<file path="config.mk">
export PLATFORM = sky130hd
export DESIGN_NAME = holy_axi_arbiter
export DESIGN_NICKNAME = d
export VERILOG_FILES = /design/src/rtl/holy_core_pkg.sv /design/src/rtl/holy_rr_arbiter_2.sv /design/src/rtl/holy_axi_arbiter.sv
export SDC_FILE = /design/constraint.sdc
export NUM_CORES = 1
export LEC_CHECK = 0
export BUFFER_PORTS_ARGS = -buffer_cell sky130_fd_sc_hd__buf_2
export CAP_MARGIN = 20
export CORE_AREA = 2 2 226 228
export CTS_CLUSTER_DIAMETER = 80
export DETAILED_ROUTE_END_ITERATION = 12
export DIE_AREA = 0 0 228 230
export SLEW_MARGIN = 20
export SYNTH_ARGS = -nofsm -noshare
export SYNTH_HDL_FRONTEND = slang
export SYNTH_SLANG_ARGS = --single-unit
</file>
<file path="constraint.sdc">
create_clock -name clk -period 2.1 [get_ports clk]
set_input_delay 0.42 -clock clk [delete_from_list [all_inputs] [get_ports clk]]
set_output_delay 0.42 -clock clk [all_outputs]
set_load 0.005 [all_outputs]
</file>
<file path="src/rtl/holy_core_pkg.sv">
// rtl/holy_core_pkg.sv - shared FSM encodings and port indices for the core AXI arbiter
package holy_core_pkg;

    typedef logic [1:0] arb_rd_state_t;
    localparam arb_rd_state_t R_IDLE = 2'd0;
    localparam arb_rd_state_t R_ARB  = 2'd1;
    localparam arb_rd_state_t R_ADDR = 2'd2;
    localparam arb_rd_state_t R_DATA = 2'd3;

    typedef logic [2:0] arb_wr_state_t;
    localparam arb_wr_state_t W_IDLE = 3'd0;
    localparam arb_wr_state_t W_ARB  = 3'd1;
    localparam arb_wr_state_t W_ADDR = 3'd2;
    localparam arb_wr_state_t W_DATA = 3'd3;
    localparam arb_wr_state_t W_RESP = 3'd4;

    localparam logic ICACHE_PORT = 1'b0;
    localparam logic DCACHE_PORT = 1'b1;

endpackage

</file>
<file path="src/rtl/holy_rr_arbiter_2.sv">
// rtl/holy_rr_arbiter_2.sv - two-input round-robin picker
// req    : request vector, bit N from master N
// last   : index of the master granted most recently
// winner : index chosen for the next grant (meaningless when req == 0)
module holy_rr_arbiter_2 (
    input  logic [1:0] req,
    input  logic       last,
    output logic       winner
);

    always_comb begin
        winner = 1'b0;
        case (req)
            2'b01:   winner = 1'b0;
            2'b10:   winner = 1'b1;
            // contention: the master that did not win last time goes first
            2'b11:   winner = ~last;
            default: winner = 1'b0;
        endcase
    end

endmodule

</file>
<file path="src/rtl/holy_axi_arbiter.sv">
// rtl/holy_axi_arbiter.sv - 2:1 AXI4 arbiter sharing the core's external port between icache and dcache
// clk, rst          : core/AXI clock, asynchronous active-high reset
// s0_* / s1_*       : slave side of the icache (0) and dcache (1) master ports
// m_*               : master side toward the SoC interconnect
// rd_owner/wr_owner : {valid, index} of the current read / write grant
module holy_axi_arbiter #(
    parameter int NUM_PORTS  = 2,
    parameter int RESET_PRIO = 0
) (
    input  logic        clk,
    input  logic        rst,
    // master 0 (icache)
    input  logic [3:0]  s0_arid,
    input  logic [31:0] s0_araddr,
    input  logic [7:0]  s0_arlen,
    input  logic [2:0]  s0_arsize,
    input  logic [1:0]  s0_arburst,
    input  logic        s0_arvalid,
    output logic        s0_arready,
    output logic [3:0]  s0_rid,
    output logic [31:0] s0_rdata,
    output logic [1:0]  s0_rresp,
    output logic        s0_rlast,
    output logic        s0_rvalid,
    input  logic        s0_rready,
    input  logic [3:0]  s0_awid,
    input  logic [31:0] s0_awaddr,
    input  logic [7:0]  s0_awlen,
    input  logic [2:0]  s0_awsize,
    input  logic [1:0]  s0_awburst,
    input  logic        s0_awvalid,
    output logic        s0_awready,
    input  logic [31:0] s0_wdata,
    input  logic [3:0]  s0_wstrb,
    input  logic        s0_wlast,
    input  logic        s0_wvalid,
    output logic        s0_wready,
    output logic [3:0]  s0_bid,
    output logic [1:0]  s0_bresp,
    output logic        s0_bvalid,
    input  logic        s0_bready,
    // master 1 (dcache)
    input  logic [3:0]  s1_arid,
    input  logic [31:0] s1_araddr,
    input  logic [7:0]  s1_arlen,
    input  logic [2:0]  s1_arsize,
    input  logic [1:0]  s1_arburst,
    input  logic        s1_arvalid,
    output logic        s1_arready,
    output logic [3:0]  s1_rid,
    output logic [31:0] s1_rdata,
    output logic [1:0]  s1_rresp,
    output logic        s1_rlast,
    output logic        s1_rvalid,
    input  logic        s1_rready,
    input  logic [3:0]  s1_awid,
    input  logic [31:0] s1_awaddr,
    input  logic [7:0]  s1_awlen,
    input  logic [2:0]  s1_awsize,
    input  logic [1:0]  s1_awburst,
    input  logic        s1_awvalid,
    output logic        s1_awready,
    input  logic [31:0] s1_wdata,
    input  logic [3:0]  s1_wstrb,
    input  logic        s1_wlast,
    input  logic        s1_wvalid,
    output logic        s1_wready,
    output logic [3:0]  s1_bid,
    output logic [1:0]  s1_bresp,
    output logic        s1_bvalid,
    input  logic        s1_bready,
    // shared downstream port
    output logic [3:0]  m_arid,
    output logic [31:0] m_araddr,
    output logic [7:0]  m_arlen,
    output logic [2:0]  m_arsize,
    output logic [1:0]  m_arburst,
    output logic        m_arvalid,
    input  logic        m_arready,
    input  logic [3:0]  m_rid,
    input  logic [31:0] m_rdata,
    input  logic [1:0]  m_rresp,
    input  logic        m_rlast,
    input  logic        m_rvalid,
    output logic        m_rready,
    output logic [3:0]  m_awid,
    output logic [31:0] m_awaddr,
    output logic [7:0]  m_awlen,
    output logic [2:0]  m_awsize,
    output logic [1:0]  m_awburst,
    output logic        m_awvalid,
    input  logic        m_awready,
    output logic [31:0] m_wdata,
    output logic [3:0]  m_wstrb,
    output logic        m_wlast,
    output logic        m_wvalid,
    input  logic        m_wready,
    input  logic [3:0]  m_bid,
    input  logic [1:0]  m_bresp,
    input  logic        m_bvalid,
    output logic        m_bready,
    // debug
    output logic [1:0]  rd_owner,
    output logic [1:0]  wr_owner
);

    import holy_core_pkg::*;

    localparam int unsigned IDX_W = $clog2(NUM_PORTS);
    // pointer starts at the "other" master so RESET_PRIO wins the first tie
    localparam logic [IDX_W-1:0] RST_LAST = (RESET_PRIO == 0) ? 1'b1 : 1'b0;

    arb_rd_state_t    rd_state_q, rd_state_d;
    logic [IDX_W-1:0] rd_sel_q, rd_sel_d, rd_last_q, rd_last_d, rd_win;
    arb_wr_state_t    wr_state_q, wr_state_d;
    logic [IDX_W-1:0] wr_sel_q, wr_sel_d, wr_last_q, wr_last_d, wr_win;

    logic rd_to_s1, wr_to_s1;
    logic ar_hs, r_hs_last, aw_hs, w_hs_last, b_hs;

    holy_rr_arbiter_2 u_rd_rr (
        .req    ({s1_arvalid, s0_arvalid}),
        .last   (rd_last_q),
        .winner (rd_win)
    );

    holy_rr_arbiter_2 u_wr_rr (
        .req    ({s1_awvalid, s0_awvalid}),
        .last   (wr_last_q),
        .winner (wr_win)
    );

    assign rd_to_s1 = (rd_sel_q == DCACHE_PORT);
    assign wr_to_s1 = (wr_sel_q == DCACHE_PORT);

    // raw handshakes from the granted master; only acted on in the matching state
    assign ar_hs     = m_arready && (rd_to_s1 ? s1_arvalid : s0_arvalid);
    assign r_hs_last = m_rvalid && m_rlast && (rd_to_s1 ? s1_rready : s0_rready);
    assign aw_hs     = m_awready && (wr_to_s1 ? s1_awvalid : s0_awvalid);
    assign w_hs_last = m_wready && (wr_to_s1 ? (s1_wvalid && s1_wlast) : (s0_wvalid && s0_wlast));
    assign b_hs      = m_bvalid && (wr_to_s1 ? s1_bready : s0_bready);

    // request payloads follow the grant unconditionally; only the valids are gated
    assign m_arid    = rd_to_s1 ? s1_arid    : s0_arid;
    assign m_araddr  = rd_to_s1 ? s1_araddr  : s0_araddr;
    assign m_arlen   = rd_to_s1 ? s1_arlen   : s0_arlen;
    assign m_arsize  = rd_to_s1 ? s1_arsize  : s0_arsize;
    assign m_arburst = rd_to_s1 ? s1_arburst : s0_arburst;
    assign m_awid    = wr_to_s1 ? s1_awid    : s0_awid;
    assign m_awaddr  = wr_to_s1 ? s1_awaddr  : s0_awaddr;
    assign m_awlen   = wr_to_s1 ? s1_awlen   : s0_awlen;
    assign m_awsize  = wr_to_s1 ? s1_awsize  : s0_awsize;
    assign m_awburst = wr_to_s1 ? s1_awburst : s0_awburst;
    assign m_wdata   = wr_to_s1 ? s1_wdata   : s0_wdata;
    assign m_wstrb   = wr_to_s1 ? s1_wstrb   : s0_wstrb;
    assign m_wlast   = wr_to_s1 ? s1_wlast   : s0_wlast;

    assign rd_owner = (rd_state_q == R_IDLE) ? 2'b00 : {1'b1, rd_sel_q};
    assign wr_owner = (wr_state_q == W_IDLE) ? 2'b00 : {1'b1, wr_sel_q};

    always_comb begin
        rd_state_d = rd_state_q;
        rd_sel_d   = rd_sel_q;
        rd_last_d  = rd_last_q;
        m_arvalid  = 1'b0;
        s0_arready = 1'b0;
        s1_arready = 1'b0;
        m_rready   = 1'b0;
        s0_rid = '0; s0_rdata = '0; s0_rresp = '0; s0_rlast = 1'b0; s0_rvalid = 1'b0;
        s1_rid = '0; s1_rdata = '0; s1_rresp = '0; s1_rlast = 1'b0; s1_rvalid = 1'b0;
        case (rd_state_q)
            R_IDLE: begin
                if (s0_arvalid || s1_arvalid) begin
                    rd_sel_d   = rd_win;
                    rd_state_d = R_ARB;
                end
            end
            R_ARB: rd_state_d = R_ADDR;
            R_ADDR: begin
                m_arvalid  = rd_to_s1 ? s1_arvalid : s0_arvalid;
                s0_arready = !rd_to_s1 && m_arready;
                s1_arready =  rd_to_s1 && m_arready;
                if (ar_hs) begin
                    rd_state_d = R_DATA;
                    rd_last_d  = rd_sel_q;
                end
            end
            R_DATA: begin
                if (rd_to_s1) begin
                    s1_rid = m_rid; s1_rdata = m_rdata; s1_rresp = m_rresp;
                    s1_rlast = m_rlast; s1_rvalid = m_rvalid;
                    m_rready = s1_rready;
                end else begin
                    s0_rid = m_rid; s0_rdata = m_rdata; s0_rresp = m_rresp;
                    s0_rlast = m_rlast; s0_rvalid = m_rvalid;
                    m_rready = s0_rready;
                end
                if (r_hs_last) rd_state_d = R_IDLE;
            end
            default: rd_state_d = R_IDLE;
        endcase
    end

    always_comb begin
        wr_state_d = wr_state_q;
        wr_sel_d   = wr_sel_q;
        wr_last_d  = wr_last_q;
        m_awvalid  = 1'b0;
        m_wvalid   = 1'b0;
        m_bready   = 1'b0;
        s0_awready = 1'b0;
        s1_awready = 1'b0;
        s0_wready  = 1'b0;
        s1_wready  = 1'b0;
        s0_bid = '0; s0_bresp = '0; s0_bvalid = 1'b0;
        s1_bid = '0; s1_bresp = '0; s1_bvalid = 1'b0;
        case (wr_state_q)
            W_IDLE: begin
                if (s0_awvalid || s1_awvalid) begin
                    wr_sel_d   = wr_win;
                    wr_state_d = W_ARB;
                end
            end
            W_ARB: wr_state_d = W_ADDR;
            W_ADDR: begin
                m_awvalid  = wr_to_s1 ? s1_awvalid : s0_awvalid;
                s0_awready = !wr_to_s1 && m_awready;
                s1_awready =  wr_to_s1 && m_awready;
                if (aw_hs) begin
                    wr_state_d = W_DATA;
                    wr_last_d  = wr_sel_q;
                end
            end
            W_DATA: begin
                m_wvalid  = wr_to_s1 ? s1_wvalid : s0_wvalid;
                s0_wready = !wr_to_s1 && m_wready;
                s1_wready =  wr_to_s1 && m_wready;
                if (w_hs_last) wr_state_d = W_RESP;
            end
            W_RESP: begin
                if (wr_to_s1) begin
                    s1_bid = m_bid; s1_bresp = m_bresp; s1_bvalid = m_bvalid;
                    m_bready = s1_bready;
                end else begin
                    s0_bid = m_bid; s0_bresp = m_bresp; s0_bvalid = m_bvalid;
                    m_bready = s0_bready;
                end
                if (b_hs) wr_state_d = W_IDLE;
            end
            default: wr_state_d = W_IDLE;
        endcase
    end

    always_ff @(posedge clk or posedge rst) begin
        if (rst) begin
            rd_state_q <= R_IDLE;
            rd_sel_q   <= '0;
            rd_last_q  <= RST_LAST;
            wr_state_q <= W_IDLE;
            wr_sel_q   <= '0;
            wr_last_q  <= RST_LAST;
        end else begin
            rd_state_q <= rd_state_d;
            rd_sel_q   <= rd_sel_d;
            rd_last_q  <= rd_last_d;
            wr_state_q <= wr_state_d;
            wr_sel_q   <= wr_sel_d;
            wr_last_q  <= wr_last_d;
        end
    end

endmodule

</file>
[Word-level counts from Yosys, hierarchy flattened]
Index checks and enable logic that the tools add are counted.
Word-level totals
  bits in read-only memories: 0
  memories: 0
  bits in registers: 9
  latch bits: 0
  bits in writable memories: 0
  word-level logic and storage cells: 127
Cells by class
  magnitude comparators: 0
  shifts and indexed selects: 0
  reduce and logical (&&, ||, !) cells: 26
  div/mod/pow operators: 0
  add/sub/neg operators: 0
  equal/unequal tests: 18
  muxes and demuxes: 75
  bitwise logic cells: 2
  multiply operators: 0
Operators by type and width (count)
  32-bit 2-to-1 mux: 7
  4-bit 2-to-1 mux: 11
  1-bit 2-to-1 mux: 30
  2-bit 2-to-1 mux: 15
  3-bit 2-to-1 mux: 6
  8-bit 2-to-1 mux: 2
  3-bit one-hot mux with 5 select lines: 1
  1-bit logical AND: 14
  2-bit == test, second input constant: 6
  2-bit inequality test, second input constant: 5
  2-bit one-hot mux with 4 select lines: 1
  2-bit AND reduction: 4
  3-bit by 2-bit == test with 1-bit output, second input constant: 2
  2-bit by 1-bit inequality test with 1-bit output, second input constant: 2
  1-bit one-hot mux with 2 select lines: 2
  4-bit AND reduction: 1
  3-bit by 1-bit == test with 1-bit output, second input constant: 1
  3-bit == test, second input constant: 1
  3-bit zero test: 1
  3-bit AND reduction: 1
  2-bit by 1-bit == test with 1-bit output, second input constant: 1
  1-bit zero test: 2
  2-bit zero test: 1
  1-bit logical OR: 2
  1-bit NOT: 2

[Longest topological paths before layout]
  depth after elaboration: 5
  mapped depth: 6
  mapped depth without buffers: 6

[Hierarchy]
From an unflattened synthesis, not the netlist that was laid out.
Second synthesis, totals
  cell total of the unflattened synthesis: 339
  area total of the unflattened synthesis: 2941.6 µm²
By module, submodules not included
  holy_axi_arbiter: instances 1, area an instance 2919.0 µm², sequential area each 227.7 µm², cells an instance 337
  holy_rr_arbiter_2: instances 2, area an instance 11.3 µm², sequential area each 0.0 µm², cells an instance 1

[Worst setup path before layout]
No wires, ideal clock.
  kind: register to output
  from: register wr_sel_q
  to: output m_wdata[10]
  data arrival time: 1.230 ns
  slack: 0.450 ns
  required time: 1.680 ns
  stages on the path, launching flop included: 5
  cells stage by stage: dfrtp_1 -> buf_2 -> buf_2 -> buf_2 -> mux2_2
On the way
  cells in the longest elaborated chain, start to end: 1
Ends and longest elaborated chain
  start, declared: line holy_axi_arbiter.sv:116  | logic [IDX_W-1:0] wr_sel_q, wr_sel_d, wr_last_q, wr_last_d, wr_win;
  start signal, assigned: line holy_axi_arbiter.sv:267  | wr_sel_q <= wr_sel_d;
  32-bit 2-to-1 mux: line holy_axi_arbiter.sv:154  | assign m_wdata = wr_to_s1 ? s1_wdata : s0_wdata;
  end, declared: line holy_axi_arbiter.sv:93  | output logic [31:0] m_wdata,
Every way passes these cells.

[Worst setup path in the final report]
  from: register rd_state_q[1]
  to: output s0_rdata[28]
On the way
  cells in the longest elaborated chain, start to end: 2
Ends and longest elaborated chain
  start, declared: line holy_axi_arbiter.sv:113  | arb_rd_state_t rd_state_q, rd_state_d;
  start signal, assigned: line holy_axi_arbiter.sv:263  | rd_state_q <= rd_state_d;
  2-bit == test: line holy_axi_arbiter.sv:171  | case (rd_state_q)
  32-bit 2-to-1 mux: line holy_axi_arbiter.sv:171
  end, declared: line holy_axi_arbiter.sv:21  | output logic [31:0] s0_rdata,
Every way passes these cells.

==> results_dict.tcl <==
set metrics [dict create \
    drcViolationCount 0 \
    rsz0062_at_grt "false" \
    tns_ns 0 \
    synth_common_cells "mux2_2, and2_1, and3_1" \
    min_period_over_period 0.973 \
    drive_above_1_share 0.813 \
    synth_area_leader_cell "mux2_2" \
    synth_seq_area_share 0.0778 \
    start_kind "flop" \
    critPathKind "reg2out" \
    synth_top_area_frac 0.523 \
    crit_fanout 40 \
    yosysWarnings 0 \
    async_flop_share 1.00 \
    num_rows 82 \
    clock_sinks 9 \
    fmax_ghz 0.489 \
    final_hold_viol_count 0 \
    ys_ff_latch 9 \
    htreeDepth 1 \
    slew-limit-headroom 0.662 \
    synth.most_common_cell "mux2_2" \
    grt_max_degree 52 \
    gp_congestion 0.913 \
    die_w_um 228 \
    syn-instance-count 342 \
    cp-end-kind "output port" \
    post_cts_buffers 0 \
    drt-pass1-iter-count 4 \
    die_h_um 230 \
    drt-initial-drc-count 127 \
    grt.total_usage 0.0644 \
    synth_nets 677 \
    cts_tree "yes" \
    final_nets 1234 \
    tightest_slew_ns 0.504 \
    synth.avg_cell_area_sq_um 8.56 \
    ys_types 32 \
    clk_latency_ns 0.25 \
    grt_first_pass_wirelength_um 25900 \
    vias 4792 \
    start_util 0.0587 \
    ant_nets 0 \
    r2r_slack_ns 0.40 \
    cts_root_buf "clkbuf_16" \
    dp_hpwl_um 17000 \
    arrival_ns 1.62 \
    status "completed" \
    grt_pass1_vias 4650 \
    drv_slew 0 \
    cp.required_ns 1.68 \
    fp.coreArea_sq_um 49900 \
    p_total_uw 5400 \
    synthTopCellsByArea "mux2_2, and2_1, and3_1, dfrtp_1, buf_2" \
    skew_ns 0.000246 \
    wl_per_cell_um 12.0 \
    io_buffer_count 575 \
    maxCapViolCount 0 \
    cts_buffers 3 \
    routed_wl_um 18900 \
    min_path_type "in2async" \
    areaGrowthSynthToFinish_pct 131 \
    clkTransAtPathRegs_ns 0.04 \
    cts_buffer_depth 2 \
    period_needed_ns 2.04 \
    synth_edf_count 0 \
    ios 576 \
    antenna_found_initial 4 \
    grt_overflow 0 \
    synthFlopType "dfrtp_1" \
    viasPerCell 3.04 \
    dieArea_sq_um 52400 \
    cts_hold_buffers 0 \
    peakVddDrop_mv 0.325 \
    setup_viol 0 \
    syn-cell-area_sq_um 2930 \
    leakagePower_uw 0.00377 \
    power_density_nw_per_um2 801 \
]
## power by group
| part | internal, uW | switching [uW] | leakage, uW | total (uW) |
|---|---|---|---|---|
| registers | 273 | 169 | 0.000101 | 442 |
| clock network | 255 | 101 | 0.0000382 | 357 |
| logic | 2580 | 2030 | 0.00363 | 4610 |
## critical path, cell delays in order, from the launching register on
cell and delay, ns:
dfrtp_1 0.38, ha_1 0.23, nor2b_2 0.20, buf_12 0.20, and2_1 0.21, buf_2 0.14
## layer usage
metal  global-route usage  routed length [um]  up-vias
li1                     -                   -     2334
met2                0.118                9610      345
met5                    0                   0        -
met4               0.0482                1120        0
met1               0.0624                6450     2080
met3               0.0159                1710       33
## final timing paths
path | start | endpoint | depth (start not counted)
worst max-delay path | rd_state_q[1]$_DFFE_PP0P_ | s0_rdata[28] | 5
worst min-delay path | rst | wr_state_q[2]$_DFFE_PP0P_ | 2
worst max register to register | rd_sel_q$_DFFE_PP0P_ | rd_state_q[1]$_DFFE_PP0P_ | 4
worst min register to register | rd_last_q$_DFFE_PP1P_ | rd_last_q$_DFFE_PP1P_ | 2
max in group asynchronous | rst | rd_sel_q$_DFFE_PP0P_ | 2
min in group clk | s1_awvalid | wr_last_q$_DFFE_PP1P_ | 3
## flip-flops by register name (all words and copies together), names as in the netlist
name and cells:
wr_last_q 1, rd_sel_q 1, wr_sel_q 1, rd_state_q 2
wr_state_q 3, rd_last_q 1
## metrics by stage
| step | hold slack (ns) | cell area (sq um) | worst slack, ns | util | cells |
|---|---|---|---|---|---|
| after floorplan | 0.246 | 2930 | 0.450 | - | 342 |
| after global placement | 0.526 | 6650 | 0.268 | 0.133 | 1566 |
| after detailed placement | 0.529 | 6650 | 0.271 | 0.133 | 1566 |
| after CTS | 0.273 | 6740 | 0.0627 | 0.135 | 1570 |
| after global routing | 0.282 | 6750 | 0.00788 | 0.135 | 1574 |
| final | 0.217 | 6750 | 0.0559 | 0.135 | 1574 |
## area by class of cell
type	instances	area (sq um)
Tap cell	672	841
Clock buffer	4	78.8
Multi-Input combinational cell	293	2540
Fill cell	5809	43100
Inverter	9	33.8
Sequential cell	9	235
Timing Repair Buffer	583	3010
Antenna cell	4	10.0
## layout by cell type, fill, tap and decap left out, types with 5 or more instances in the layout
cell,instances
dfrtp_1,5
and3_1,45
a21oi_1,5
nand2_1,8
inv_1,9
buf_12,6
mux2_2,136
and2_1,56
buf_2,575
nor2_1,9
## logic make-up after synthesis
kind of cell	Yosys count	share of synthesized area
adders and majority gates	3	0.0128
muxes	142	0.546
DFF	9	0.0778
buffers and inverters	40	0.0590
and+or+nand+nor	133	0.269
AOI/OAI and AO/OA	15	0.0355
## what timing repair did
action                                 in CTS  in global routing
pin swaps                                   0                  0
endpoints found under the hold margin       0                  0
gates resized for setup                     1                  1
cloned                                      0                  0
setup endpoints to repair                   1                  7
Power figures use the tool's default switching activity.
